`config.mk`:
```
export PLATFORM = sky130hd
export DESIGN_NAME = uart_mem_bridge_flat
export DESIGN_NICKNAME = d
export VERILOG_FILES = /design/src/rtl/uart_mem_bridge_if.sv /design/src/rtl/uart_mem_bridge.sv /design/src/flat_wrapper.sv
export SDC_FILE = /design/constraint.sdc
export NUM_CORES = 1
export LEC_CHECK = 0
export ABC_AREA = 1
export BUFFER_PORTS_ARGS = -buffer_cell sky130_fd_sc_hd__buf_2
export CAP_MARGIN = 10
export CORE_MARGIN = 8
export CORE_UTILIZATION = 60
export DETAILED_ROUTE_END_ITERATION = 10
export PLACE_DENSITY = 0.85
export SYNTH_ARGS = -nofsm -noshare
export SYNTH_HDL_FRONTEND = slang
export SYNTH_SLANG_ARGS = --single-unit
```
`constraint.sdc`:
```
create_clock -name clk -period 5.3 [get_ports clk]
set_input_delay 0.265 -clock clk [delete_from_list [all_inputs] [get_ports clk]]
set_output_delay 0.265 -clock clk [all_outputs]
set_load 0.03 [all_outputs]
```
`src/rtl/uart_mem_bridge_if.sv`:
```
// Memory port between the UART bridge and the SoC memory arbiter.
// The bridge drives requests (master); the arbiter answers (slave).
interface uart_mem_bridge_if;
    logic        mem_req;
    logic        mem_we;
    logic [31:0] mem_addr;
    logic [31:0] mem_wdata;
    logic [31:0] mem_rdata;
    logic        mem_ready;

    modport master (
        output mem_req,
        output mem_we,
        output mem_addr,
        output mem_wdata,
        input  mem_rdata,
        input  mem_ready
    );

    modport slave (
        input  mem_req,
        input  mem_we,
        input  mem_addr,
        input  mem_wdata,
        output mem_rdata,
        output mem_ready
    );
endinterface

```
`src/rtl/uart_mem_bridge.sv`:
```
// UART-to-memory debug bridge: parses 'W'/'R' command frames from the UART
// receiver, performs one 32-bit memory access and streams the reply bytes
// back through the UART transmitter. Unknown commands are answered with '?'.
module uart_mem_bridge #(
    parameter int TIMEOUT_CLK = 1200000
) (
    input  logic                      clk,
    input  logic                      n_reset,
    input  logic                      rx_ready_i,
    input  logic [7:0]                rx_data_i,
    output logic                      tx_write_o,
    output logic [7:0]                tx_data_o,
    input  logic                      tx_finished_i,
    uart_mem_bridge_if.master         mem,
    output logic                      busy_o
);

    typedef enum logic [2:0] {IDLE, ADDR, DATA, MEM, TX} state_t;

    localparam int TW = (TIMEOUT_CLK > 2) ? $clog2(TIMEOUT_CLK) : 1;
    localparam logic [TW-1:0] TIMER_LAST = TW'(TIMEOUT_CLK - 1);
    localparam logic [TW-1:0] TIMER_ONE  = TW'(1);

    state_t        state_q, state_d;
    logic [1:0]    byteCnt_q, byteCnt_d;
    logic [2:0]    replyCnt_q, replyCnt_d;
    logic [2:0]    replyLen_q, replyLen_d;
    logic [31:0]   reply_q, reply_d;
    logic          inFlight_q, inFlight_d;
    logic [TW-1:0] timer_q, timer_d;
    logic          memWe_q, memWe_d;
    logic [31:0]   memAddr_q, memAddr_d;
    logic [31:0]   memWdata_q, memWdata_d;
    logic          txWrite_q, txWrite_d;
    logic [7:0]    txData_q, txData_d;
    logic [2:0]    nextReplyCnt;

    // Next-state logic: frame parsing, memory handshake and reply sequencing.
    always_comb begin
        state_d      = state_q;
        byteCnt_d    = byteCnt_q;
        replyCnt_d   = replyCnt_q;
        replyLen_d   = replyLen_q;
        reply_d      = reply_q;
        inFlight_d   = inFlight_q;
        timer_d      = timer_q;
        memWe_d      = memWe_q;
        memAddr_d    = memAddr_q;
        memWdata_d   = memWdata_q;
        txWrite_d    = 1'b0;
        txData_d     = txData_q;
        nextReplyCnt = replyCnt_q + 3'd1;

        case (state_q)
            IDLE: begin
                if (rx_ready_i) begin
                    if (rx_data_i == 8'h57 || rx_data_i == 8'h52) begin
                        state_d   = ADDR;
                        byteCnt_d = 2'd0;
                        memWe_d   = (rx_data_i == 8'h57);
                        timer_d   = '0;
                    end else begin
                        state_d    = TX;
                        reply_d    = 32'h0000_003F;
                        replyLen_d = 3'd1;
                        replyCnt_d = 3'd0;
                        inFlight_d = 1'b0;
                    end
                end
            end
            ADDR, DATA: begin
                if (rx_ready_i) begin
                    if (state_q == ADDR) begin
                        memAddr_d[{byteCnt_q, 3'b000} +: 8] = rx_data_i;
                    end else begin
                        memWdata_d[{byteCnt_q, 3'b000} +: 8] = rx_data_i;
                    end
                    byteCnt_d = byteCnt_q + 2'd1;
                    timer_d   = '0;
                    if (byteCnt_q == 2'd3) begin
                        state_d = (state_q == ADDR && memWe_q) ? DATA : MEM;
                    end
                end else if (timer_q == TIMER_LAST) begin
                    state_d = IDLE;
                end else begin
                    timer_d = timer_q + TIMER_ONE;
                end
            end
            MEM: begin
                if (mem.mem_ready) begin
                    state_d    = TX;
                    replyCnt_d = 3'd0;
                    inFlight_d = 1'b1;
                    txWrite_d  = 1'b1;
                    if (memWe_q) begin
                        reply_d    = 32'h0000_004B;
                        replyLen_d = 3'd1;
                        txData_d   = 8'h4B;
                    end else begin
                        reply_d    = mem.mem_rdata;
                        replyLen_d = 3'd4;
                        txData_d   = mem.mem_rdata[7:0];
                    end
                end
            end
            TX: begin
                if (!inFlight_q) begin
                    txWrite_d  = 1'b1;
                    txData_d   = reply_q[{replyCnt_q[1:0], 3'b000} +: 8];
                    inFlight_d = 1'b1;
                end else if (tx_finished_i) begin
                    if (replyCnt_q == replyLen_q - 3'd1) begin
                        state_d    = IDLE;
                        inFlight_d = 1'b0;
                    end else begin
                        replyCnt_d = nextReplyCnt;
                        txWrite_d  = 1'b1;
                        txData_d   = reply_q[{nextReplyCnt[1:0], 3'b000} +: 8];
                    end
                end
            end
            default: state_d = IDLE;
        endcase
    end

    // State register with synchronous active-low reset.
    always_ff @(posedge clk) begin
        if (!n_reset) begin
            state_q    <= IDLE;
            byteCnt_q  <= 2'd0;
            replyCnt_q <= 3'd0;
            replyLen_q <= 3'd0;
            reply_q    <= 32'h0;
            inFlight_q <= 1'b0;
            timer_q    <= '0;
            memWe_q    <= 1'b0;
            memAddr_q  <= 32'h0;
            memWdata_q <= 32'h0;
            txWrite_q  <= 1'b0;
            txData_q   <= 8'h00;
        end else begin
            state_q    <= state_d;
            byteCnt_q  <= byteCnt_d;
            replyCnt_q <= replyCnt_d;
            replyLen_q <= replyLen_d;
            reply_q    <= reply_d;
            inFlight_q <= inFlight_d;
            timer_q    <= timer_d;
            memWe_q    <= memWe_d;
            memAddr_q  <= memAddr_d;
            memWdata_q <= memWdata_d;
            txWrite_q  <= txWrite_d;
            txData_q   <= txData_d;
        end
    end

    assign mem.mem_req   = (state_q == MEM);
    assign mem.mem_we    = memWe_q;
    assign mem.mem_addr  = memAddr_q;
    assign mem.mem_wdata = memWdata_q;
    assign tx_write_o    = txWrite_q;
    assign tx_data_o     = txData_q;
    assign busy_o        = (state_q != IDLE);

endmodule

```
`src/flat_wrapper.sv`:
```
// flat-port wrapper written by rule: the top's interface ports become plain ports
module uart_mem_bridge_flat 
#(
    parameter int TIMEOUT_CLK = 1200000
)
  (clk, n_reset, rx_ready_i, rx_data_i, tx_write_o, tx_data_o, tx_finished_i, busy_o, mem_mem_req, mem_mem_we, mem_mem_addr, mem_mem_wdata, mem_mem_rdata, mem_mem_ready);
  uart_mem_bridge_if mem_i ();
  input  logic clk;
  input  logic n_reset;
  input  logic rx_ready_i;
  input  logic [7:0] rx_data_i;
  output logic tx_write_o;
  output logic [7:0] tx_data_o;
  input  logic tx_finished_i;
  output logic busy_o;
  output wire logic [$bits(mem_i.mem_req)-1:0] mem_mem_req;
  output wire logic [$bits(mem_i.mem_we)-1:0] mem_mem_we;
  output wire logic [$bits(mem_i.mem_addr)-1:0] mem_mem_addr;
  output wire logic [$bits(mem_i.mem_wdata)-1:0] mem_mem_wdata;
  input wire logic [$bits(mem_i.mem_rdata)-1:0] mem_mem_rdata;
  input wire logic [$bits(mem_i.mem_ready)-1:0] mem_mem_ready;
  assign mem_mem_req = mem_i.mem_req;
  assign mem_mem_we = mem_i.mem_we;
  assign mem_mem_addr = mem_i.mem_addr;
  assign mem_mem_wdata = mem_i.mem_wdata;
  assign mem_i.mem_rdata = mem_mem_rdata;
  assign mem_i.mem_ready = mem_mem_ready;
  uart_mem_bridge #(.TIMEOUT_CLK(TIMEOUT_CLK)) u_core (.clk(clk), .n_reset(n_reset), .rx_ready_i(rx_ready_i), .rx_data_i(rx_data_i), .tx_write_o(tx_write_o), .tx_data_o(tx_data_o), .tx_finished_i(tx_finished_i), .mem(mem_i), .busy_o(busy_o));
endmodule
```
Word-level counts from Yosys, hierarchy flattened
Index checks and enable logic that the tools add are counted.

word-level totals
  register bits after elaboration = 139
  input bits = 45
  word-level logic and storage cells = 120

operators by class
  add/subtract/negate cells = 5
  eq/ne operators = 23
  shifts and indexed selects = 4
  muxes and demuxes = 56
  bitwise gates (word level) = 1
  reductions and logical operators = 19

operator list
  cell                                                                      count
  32-bit 2-to-1 mux                                                         4
  21-bit 2-to-1 mux                                                         4
  32-bit bitwise mux                                                        2
  32-bit case mux with 2 select lines                                       1
  32-bit by 6-bit indexed part select with 8-bit output                     2
  3-bit 2-to-1 mux                                                          19
  21-bit case mux with 2 select lines                                       1
  8-bit 2-to-1 mux                                                          5
  8-bit by 7-bit variable shift with 32-bit output (first input constant)   1
  8-bit by 7-bit indexed part select with 32-bit output                     1
  21-bit by 1-bit adder with 21-bit output (second input constant)          1
  21-bit equality test (second input constant)                              1
  4-bit AND reduction                                                       5
  8-bit by 7-bit equality test with 1-bit output (second input constant)    2
  8-bit case mux with 2 select lines                                        1
  7-bit AND reduction                                                       2
  3-bit case mux with 4 select lines                                        1
  1-bit 2-to-1 mux                                                          10
  2-bit inequality test (second input constant)                             5
  3-bit inequality test (second input constant)                             3
  3-bit case mux with 3 select lines                                        1
  3-bit AND reduction                                                       3
  2-bit by 1-bit inequality test with 1-bit output (second input constant)  4
  5-bit negation with 7-bit output                                          1
  21 further kinds                                                          28

Logic depth before layout (Yosys ltp)
Gate-level depths: netlist of the first run.

  word-level depth = 6
  mapped depth = 13
  depth with buffers taken out = 11

Worst setup path after synthesis of the first run
OpenSTA, ideal clock, no wires.

  path type = flip-flop to flip-flop
  start point = reg u_core.byteCnt_q[0]
  end point = reg u_core.memWdata_q[21] (netlist: u_core.mem.mem_wdata[21])
  library setup time = 0.116 ns
  data arrival time = 1.771 ns
  data required time = 5.184 ns
  path slack = 3.413 ns
  cell stages (with the launch flop) = 9
  cell sequence = dfxtp_1 > inv_1 > clkbuf_1 > ha_1 > nand2_1 > clkbuf_1 > nor3_1 > o21ai_0 > nor2_1

between the ends
  longest elaborated chain between the ends = 3
  elaborated cells on any way between the ends = 4

RTL lines
  element                                                                                                                           line                    RTL
  from (decl)                                                                                                                       uart_mem_bridge.sv:25   logic [1:0] byteCnt_q, byteCnt_d;
  from (signal assigned)                                                                                                            uart_mem_bridge.sv:143  byteCnt_q <= byteCnt_d;
  5-bit negation with 7-bit output (*)                                                                                              uart_mem_bridge.sv:76   memWdata_d[{byteCnt_q, 3'b000} +: 8] = rx_data_i;
  8-bit by 7-bit indexed part select with 32-bit output / 8-bit by 7-bit variable shift with 32-bit output (equally long branches)  uart_mem_bridge.sv:76
  32-bit bitwise mux (*)                                                                                                            uart_mem_bridge.sv:76
  to (signal assigned)                                                                                                              uart_mem_bridge.sv:151  memWdata_q <= memWdata_d;
  to (decl)                                                                                                                         uart_mem_bridge.sv:33   logic [31:0] memWdata_q, memWdata_d;

Mark *: on every way between the ends. The rest lies on a longest branch, timed or not.
A chain may end at the register's enable or synchronous reset.

Final worst setup path of the first run
  start point = reg u_core.byteCnt_q[0]
  end point = reg u_core.memWdata_q[19] (netlist: u_core.mem.mem_wdata[19])

Same word-level chain as after synthesis.

==> flow_metrics.tcl, run 1 <==
set metrics [dict create \
    skew_ns 0.00807 \
    r2r-start "u_core.byteCnt_q[0]" \
    drt-pass1-iter-count 5 \
    r2r_slack_ns 2.93 \
    rr_worst_depth 6 \
    vias 6763 \
    ys.warnings.count 0 \
    final_common_cell "nand2_1" \
    synthFlopType "dfxtp_1" \
    vias_per_cell 5.30 \
    hold_path_depth 3 \
    worst_ir_drop_vdd_v 0.000412 \
    h-tree-depth 4 \
    path_cells "inv_1 -> ha_1 -> nand2_1 -> nor3_1 -> o21ai_0 -> nor2_1" \
    rsz0062_at_grt "false" \
    overflow 0 \
    hp-start "mem_mem_rdata[8]" \
    cp_slowest_stage_delay_ns 0.60 \
    clk_pin_slew_worst_paths_ns 0.06 \
    fill_cells 942 \
    setup-violations-final 0 \
    initial_utilization 0.604 \
    hold_violations 0 \
    io_pins 121 \
    dpl.hpwl_um 12200 \
    ys_seq_area_frac 0.408 \
    placed_cell_area_sq_mm 0.00737 \
    critPathLaunchType "flip-flop" \
    drv_slew 0 \
    min_period_ns 2.37 \
    nets 1172 \
    synth_nets 1067 \
    p_leak_nw 3.70 \
    drtIter0Drc 397 \
    crit_arrival_ns 2.73 \
    fin_util 0.716 \
    remaining_drc_errors 0 \
    max-slew-margin-rel 0.458 \
    antenna_cells 0 \
    drv_cap 0 \
    die_height_um 122 \
    cts_root_buf "clkbuf_16" \
    post_cts_resized 0 \
    core-area_sq_mm 0.0112 \
    tritoncts "built" \
    outcome "finished clean" \
    port_buffers 120 \
    clk_latency_ns 0.42 \
    wirelength_um 17500 \
    hold-path-endpoint "u_core.reply_q[8]" \
    required_ns 5.66 \
    final_cell_area_sq_mm 0.00804 \
    synth.avg_cell_area_sq_um 6.68 \
    worst_slew_pin_slew_ns 0.811 \
    path_max_fanout 15 \
    finalCritPeriodShare 0.447 \
    synthDistinctLibCells 38 \
    grt_max_degree 81 \
    row_count 39 \
    grt_pass1_wl_um 28500 \
    end_kind "flip-flop" \
    r2r-end "u_core.mem.mem_wdata[19]" \
    power.total_w 0.00373 \
    ant_nets 0 \
    final_cell_mix "nand2_1 (254), nor2_1 (192), dfxtp_1 (138), buf_2 (120), inv_1 (91)" \
    cts_hold_buf 0 \
    grt_pass1_vias 6204 \
    routabilityCongestion 0.908 \
    fmax_mhz 422 \
    wl_per_cell_um 13.7 \
    crit_path_start "u_core.byteCnt_q[0]" \
    slowest_stage "dfxtp_1" \
    synth-seq-cells 138 \
    netlist_instances 1014 \
    post-cts-setup-buffers 0 \
    synth_edf_count 0 \
    drive_gt1_frac 0.181 \
    setup_tns_ns 0 \
    synth-async-reset-ratio 0 \
    cts_inserted_buffers 17 \
    path_class "reg -> reg" \
    netlist_area_sq_mm 0.00678 \
    clock-sinks 138 \
    die_w_um 122 \
    grt_use_total 0.234 \
    hold_path_class "in -> reg" \
    dieArea_sq_mm 0.0150 \
    powerDensity_mw_per_mm2 464 \
    antenna_found_initial 0 \
    clk_path_buf_depth 2 \
    placed_cells 1243 \
    final_cells 1275 \
    area_growth_pct 18.6 \
]
kinds of logic after synthesis:
logic type                 share of synthesized area
xor gates and xnor gates                     0.00646
buffers and inverters                         0.0851
adders and majority gates                     0.0148
AOI/OAI and AO/OA                              0.133
DFF                                            0.408
and+or+nand+nor                                0.353
through the flow:
step                setup slack [ns]  hold WS, ns
floorplan                       3.41        0.404
global placement                3.11        0.449
detailed placement              3.03        0.452
CTS                             2.96       0.0891
global route                    2.70       0.0971
finish                          2.93       0.0922
cell type report:
type / instances / area (sq um) / area share
multi-input cells: 742 / 3440 / 0.428
repair buffers: 122 / 616 / 0.0766
clock inverters: 10 / 185 / 0.0230
inverters: 98 / 370 / 0.0461
clock buffers: 22 / 484 / 0.0603
well taps: 143 / 179 / 0.0223
flip-flops and latches: 138 / 2760 / 0.344
routing by layer:
layer,vias to the layer above,share of wire,track usage
li1,3428,-,-
met1,3047,0.43,0.278
met2,243,0.47,0.380
met3,45,0.076,0.0704
met4,0,0.031,0.111
met5,-,0,0
sequential cells by signal, indices dropped and copies added (netlist names):
register / flops
u_core.byteCnt_q: 2
u_core.inFlight_q: 1
u_core.mem.mem_addr: 32
u_core.mem.mem_wdata: 32
u_core.mem.mem_we: 1
u_core.replyCnt_q: 3
u_core.replyLen_q: 2
u_core.reply_q: 32
u_core.state_q: 3
u_core.timer_q: 21
u_core.tx_data_o: 8
u_core.tx_write_o: 1
Yosys cell counts, types with 6 or more instances:
cell	count	area share
nand2_1	254	0.14
nor2_1	192	0.11
dfxtp_1	138	0.41
inv_1	91	0.050
o21ai_0	84	0.062
a21oi_1	62	0.046
nand3_1	40	0.030
nor3_1	26	0.019
clkbuf_1	21	0.012
nand2_2	16	0.015
nand4_1	14	0.013
a21oi_2	10	0.013
ha_1	8	0.015
buf_2	6	0.0044
buf_6	6	0.010
inv_2	6	0.0033
where the power goes:
group          leakage [nW]  internal [W]  total (W)  switching [W]
sequential             1.12       0.00115    0.00123      0.0000853
clock                 0.327      0.000887    0.00133       0.000444
combinational          2.25      0.000298    0.00117       0.000869
how the worst max path moves through the flow:
stage	endpoint	slack (ns)
final	u_core.mem.mem_wdata[19]	2.93
after global routing	u_core.mem.mem_wdata[19]	2.70
after CTS	u_core.mem.mem_wdata[19]	2.96
after detailed placement	u_core.mem.mem_wdata[20]	3.03
after global placement	u_core.mem.mem_wdata[13]	3.11
after floorplan	u_core.mem.mem_wdata[21]	3.41
worst max-delay path: cells and delay by family, from the launching register on:
family | cells | cell delay, ns
AOI/OAI and AO/OA | 1 | 0.15
adders and majority gates | 1 | 0.46
buffers and inverters | 1 | 0.33
DFF | 1 | 0.60
and+or+nand+nor | 3 | 0.76
No activity file was read; power rests on OpenSTA's default activity.
==> run 2, diff against run 1 <==
--- a/config.mk
+++ b/config.mk
@@ -5,13 +5,13 @@
 export SDC_FILE = /design/constraint.sdc
 export NUM_CORES = 1
 export LEC_CHECK = 0
-export ABC_AREA = 1
+export ABC_AREA = 0
 export BUFFER_PORTS_ARGS = -buffer_cell sky130_fd_sc_hd__buf_2
 export CAP_MARGIN = 10
 export CORE_MARGIN = 8
-export CORE_UTILIZATION = 60
+export CORE_UTILIZATION = 50
 export DETAILED_ROUTE_END_ITERATION = 10
-export PLACE_DENSITY = 0.85
+export PLACE_DENSITY = 0.76
 export SYNTH_ARGS = -nofsm -noshare
 export SYNTH_HDL_FRONTEND = slang
 export SYNTH_SLANG_ARGS = --single-unit
==> constraint.sdc (replaced) <==
create_clock -name clk -period 2 [get_ports clk]
set_input_delay 0.1 -clock clk [delete_from_list [all_inputs] [get_ports clk]]
set_output_delay 0.1 -clock clk [all_outputs]
set_load 0.03 [all_outputs]
==> run 2 against run 1 <==
Routed wire length rose by 9.0%. Count of clock-buffer cells in the layout fell by 3. Clock skew rose by 0.0023 ns. Cell count fell by 16%. Clock power rose by 130%. Via count fell by 7.5%. Critical path depth did not move. Sequential power rose by 130%. Maximum frequency rose by 21%. Area after synthesis fell by 8.4%. Hold slack got worse by 0.063 ns. Critical endpoint is now u_core.tx_data_o[3]. Highest routed layer unchanged.
==> flow_metrics.tcl, run 2 <==
set metrics [dict create \
    clk_pin_slew_worst_paths_ns 0.07 \
    grt_pass1_wl_um 30200 \
    finalCritPeriodShare 0.977 \
    min_period_ns 1.95 \
    synth_edf_count 0 \
    wirelength_um 19100 \
    grt_pass1_vias 6100 \
    io_pins 121 \
    ys.warnings.count 0 \
    placed_cell_area_sq_mm 0.00723 \
    dpl.hpwl_um 12800 \
    synthFlopType "dfxtp_1" \
    fill_cells 937 \
    grt_use_total 0.230 \
    setup-violations-final 0 \
    port_buffers 120 \
    netlist_area_sq_mm 0.00621 \
    wl_met1_um 8000 \
    holdWs_ns 0.0289 \
    synthDistinctLibCells 72 \
    switching_power_w 0.00154 \
    vias_per_cell 5.86 \
    cts_inserted_buffers 17 \
    row_count 40 \
    p_leak_nw 3.20 \
    overflow 0 \
    synth.avg_cell_area_sq_um 8.81 \
    wl_per_cell_um 17.9 \
    drv_cap 0 \
    path_cells "ha_1 -> mux2i_2 -> buf_4 -> mux4_2 -> nor2_1 -> o32ai_1" \
    initial_utilization 0.515 \
    cp_slowest_stage_delay_ns 0.42 \
    synth-async-reset-ratio 0 \
    power_frac_comb 0.077 \
    ant_nets 0 \
    p_sw_frac 0.241 \
    clock-sinks 138 \
    area_growth_pct 31.0 \
    cell_internal_pwr_w 0.00483 \
    synth.most_common_cell "dfxtp_1" \
    drtIter0Drc 538 \
    grt_max_degree 37 \
    drt-pass1-iter-count 5 \
    crit_arrival_ns 2.24 \
    synth_area_leaders "dfxtp_1 (44%), a21oi_1 (6.6%), nand3_1 (6.3%), nand2_1 (6.3%), a22o_1 (3.5%)" \
    seqCellArea_sq_mm 0.00277 \
    multi_input_area_sq_mm 0.00315 \
    drive_gt1_frac 0.298 \
    skew_ns 0.0104 \
    path_class "reg -> reg" \
    remaining_drc_errors 0 \
    routabilityCongestion 0.847 \
    dr_wl_met2_um 9210 \
    nets 935 \
    ys_seq_area_frac 0.445 \
    die_height_um 127 \
    cp.buffers_inverters 1 \
    final_common_cell "dfxtp_1" \
    synth_common_cells "dfxtp_1 (138), nand2_1 (104), a21oi_1 (82)" \
    path_max_fanout 7 \
    clk_path_buf_depth 2 \
    hold_violations 0 \
    h-tree-depth 4 \
    powerDensity_mw_per_mm2 783 \
    fmax_mhz 512 \
    max-slew-margin-rel 0.593 \
    synth_top_area_share 0.445 \
    pwr-share-clk 0.482 \
    netlist_instances 705 \
    hold_path_class "in -> reg" \
    antenna_found_initial 4 \
    tritoncts "built" \
    dieArea_sq_mm 0.0162 \
    critPathLaunchType "flip-flop" \
    final_cell_area_sq_mm 0.00814 \
    core-area_sq_mm 0.0121 \
    die_w_um 127 \
    required_ns 2.29 \
    synth_nets 758 \
    wl_met3_um 1260 \
    final_cell_mix "dfxtp_1 (136), buf_2 (120), nand2_1 (104), a21oi_1 (82), nand3_1 (78)" \
    dr.max_layer_used "met4" \
    worst_ir_drop_vdd_v 0.000481 \
    synth-seq-cells 138 \
    crit_family "multiplexers" \
    vias 6254 \
    worst_slew_pin_slew_ns 0.609 \
    drv_slew 0 \
    clk_latency_ns 0.41 \
    slowest_stage "dfxtp_1" \
    end_kind "flip-flop" \
    cts_root_buf "clkbuf_16" \
    outcome "finished clean" \
    synth_top_area_cell "dfxtp_1" \
    power_frac_seq 0.441 \
]
run 2: worst paths after layout:
check	endpoint	from	depth (start not counted)	slack [ns]
worst max register to register	u_core.tx_data_o[3]	u_core.replyCnt_q[0]	6	0.05
worst min register to register	u_core.mem.mem_wdata[1]	u_core.mem.mem_wdata[1]	2	0.45
worst max-delay path	u_core.tx_data_o[3]	u_core.replyCnt_q[0]	6	0.05
worst min-delay path	u_core.inFlight_q	mem_mem_ready	3	0.03
run 2: tightest hold or removal path, cell delays in order:
cell and delay (ns):
buf_2 0.10, a21oi_1 0.06, o22ai_1 0.13
run 2: power groups by stage:
stage                     clock, W  sequential, W  combinational [W]
after floorplan                  0        0.00290           0.000247
after global placement           0        0.00287           0.000415
after detailed placement         0        0.00287           0.000423
after CTS                  0.00310        0.00281           0.000469
after global routing       0.00322        0.00282           0.000520
final                      0.00307        0.00281           0.000490
run 2: through the flow:
step                      total power, W  setup WS (ns)  TNS, ns  utilization  instances
after global routing             0.00655        -0.0321  -0.0403        0.675       1067
after detailed placement         0.00330        -0.0209  -0.0252        0.599       1001
after CTS                        0.00638         0.0134        0        0.670       1061
after global placement           0.00329         0.0472        0        0.599       1001
after floorplan                  0.00314         0.0258        0            -        705
final                            0.00637         0.0465        0        0.675       1067
run 2: cell type report:
cell class,instances,share of cell area
multi-input cells,498,0.387
flip-flops and latches,138,0.340
repair buffers,213,0.168
clock buffers,19,0.0532
well taps,168,0.0258
clock inverters,13,0.0178
inverters,14,0.00646
diodes,4,0.00123
run 2: per-layer routing:
metal | up-vias | global-route usage
li1 | 2935 | -
met1 | 2956 | 0.286
met2 | 310 | 0.370
met3 | 53 | 0.0453
met4 | 0 | 0.122
met5 | - | 0
run 2: timing repair:
action | CTS | global route
setup buffers | 0 | 2
pin swaps | 1 | 2
setup endpoints to repair | 5 | 39
resized for setup | 0 | 7
hold buffers | 28 | 0
endpoints found under the hold margin | 28 | 0
run 2: cells by family (layout without fill, tap and decap cells):
kind of cell               Yosys count  count (layout)  synth area share
xor gates and xnor gates             6               6           0.00967
and+or+nand+nor                    287             287             0.236
muxes                               10              10            0.0355
DFF                                138             138             0.445
other                                0               4                 0
buffers and inverters               69             259            0.0512
adders and majority gates            8               8            0.0161
AOI/OAI and AO/OA                  187             187             0.207
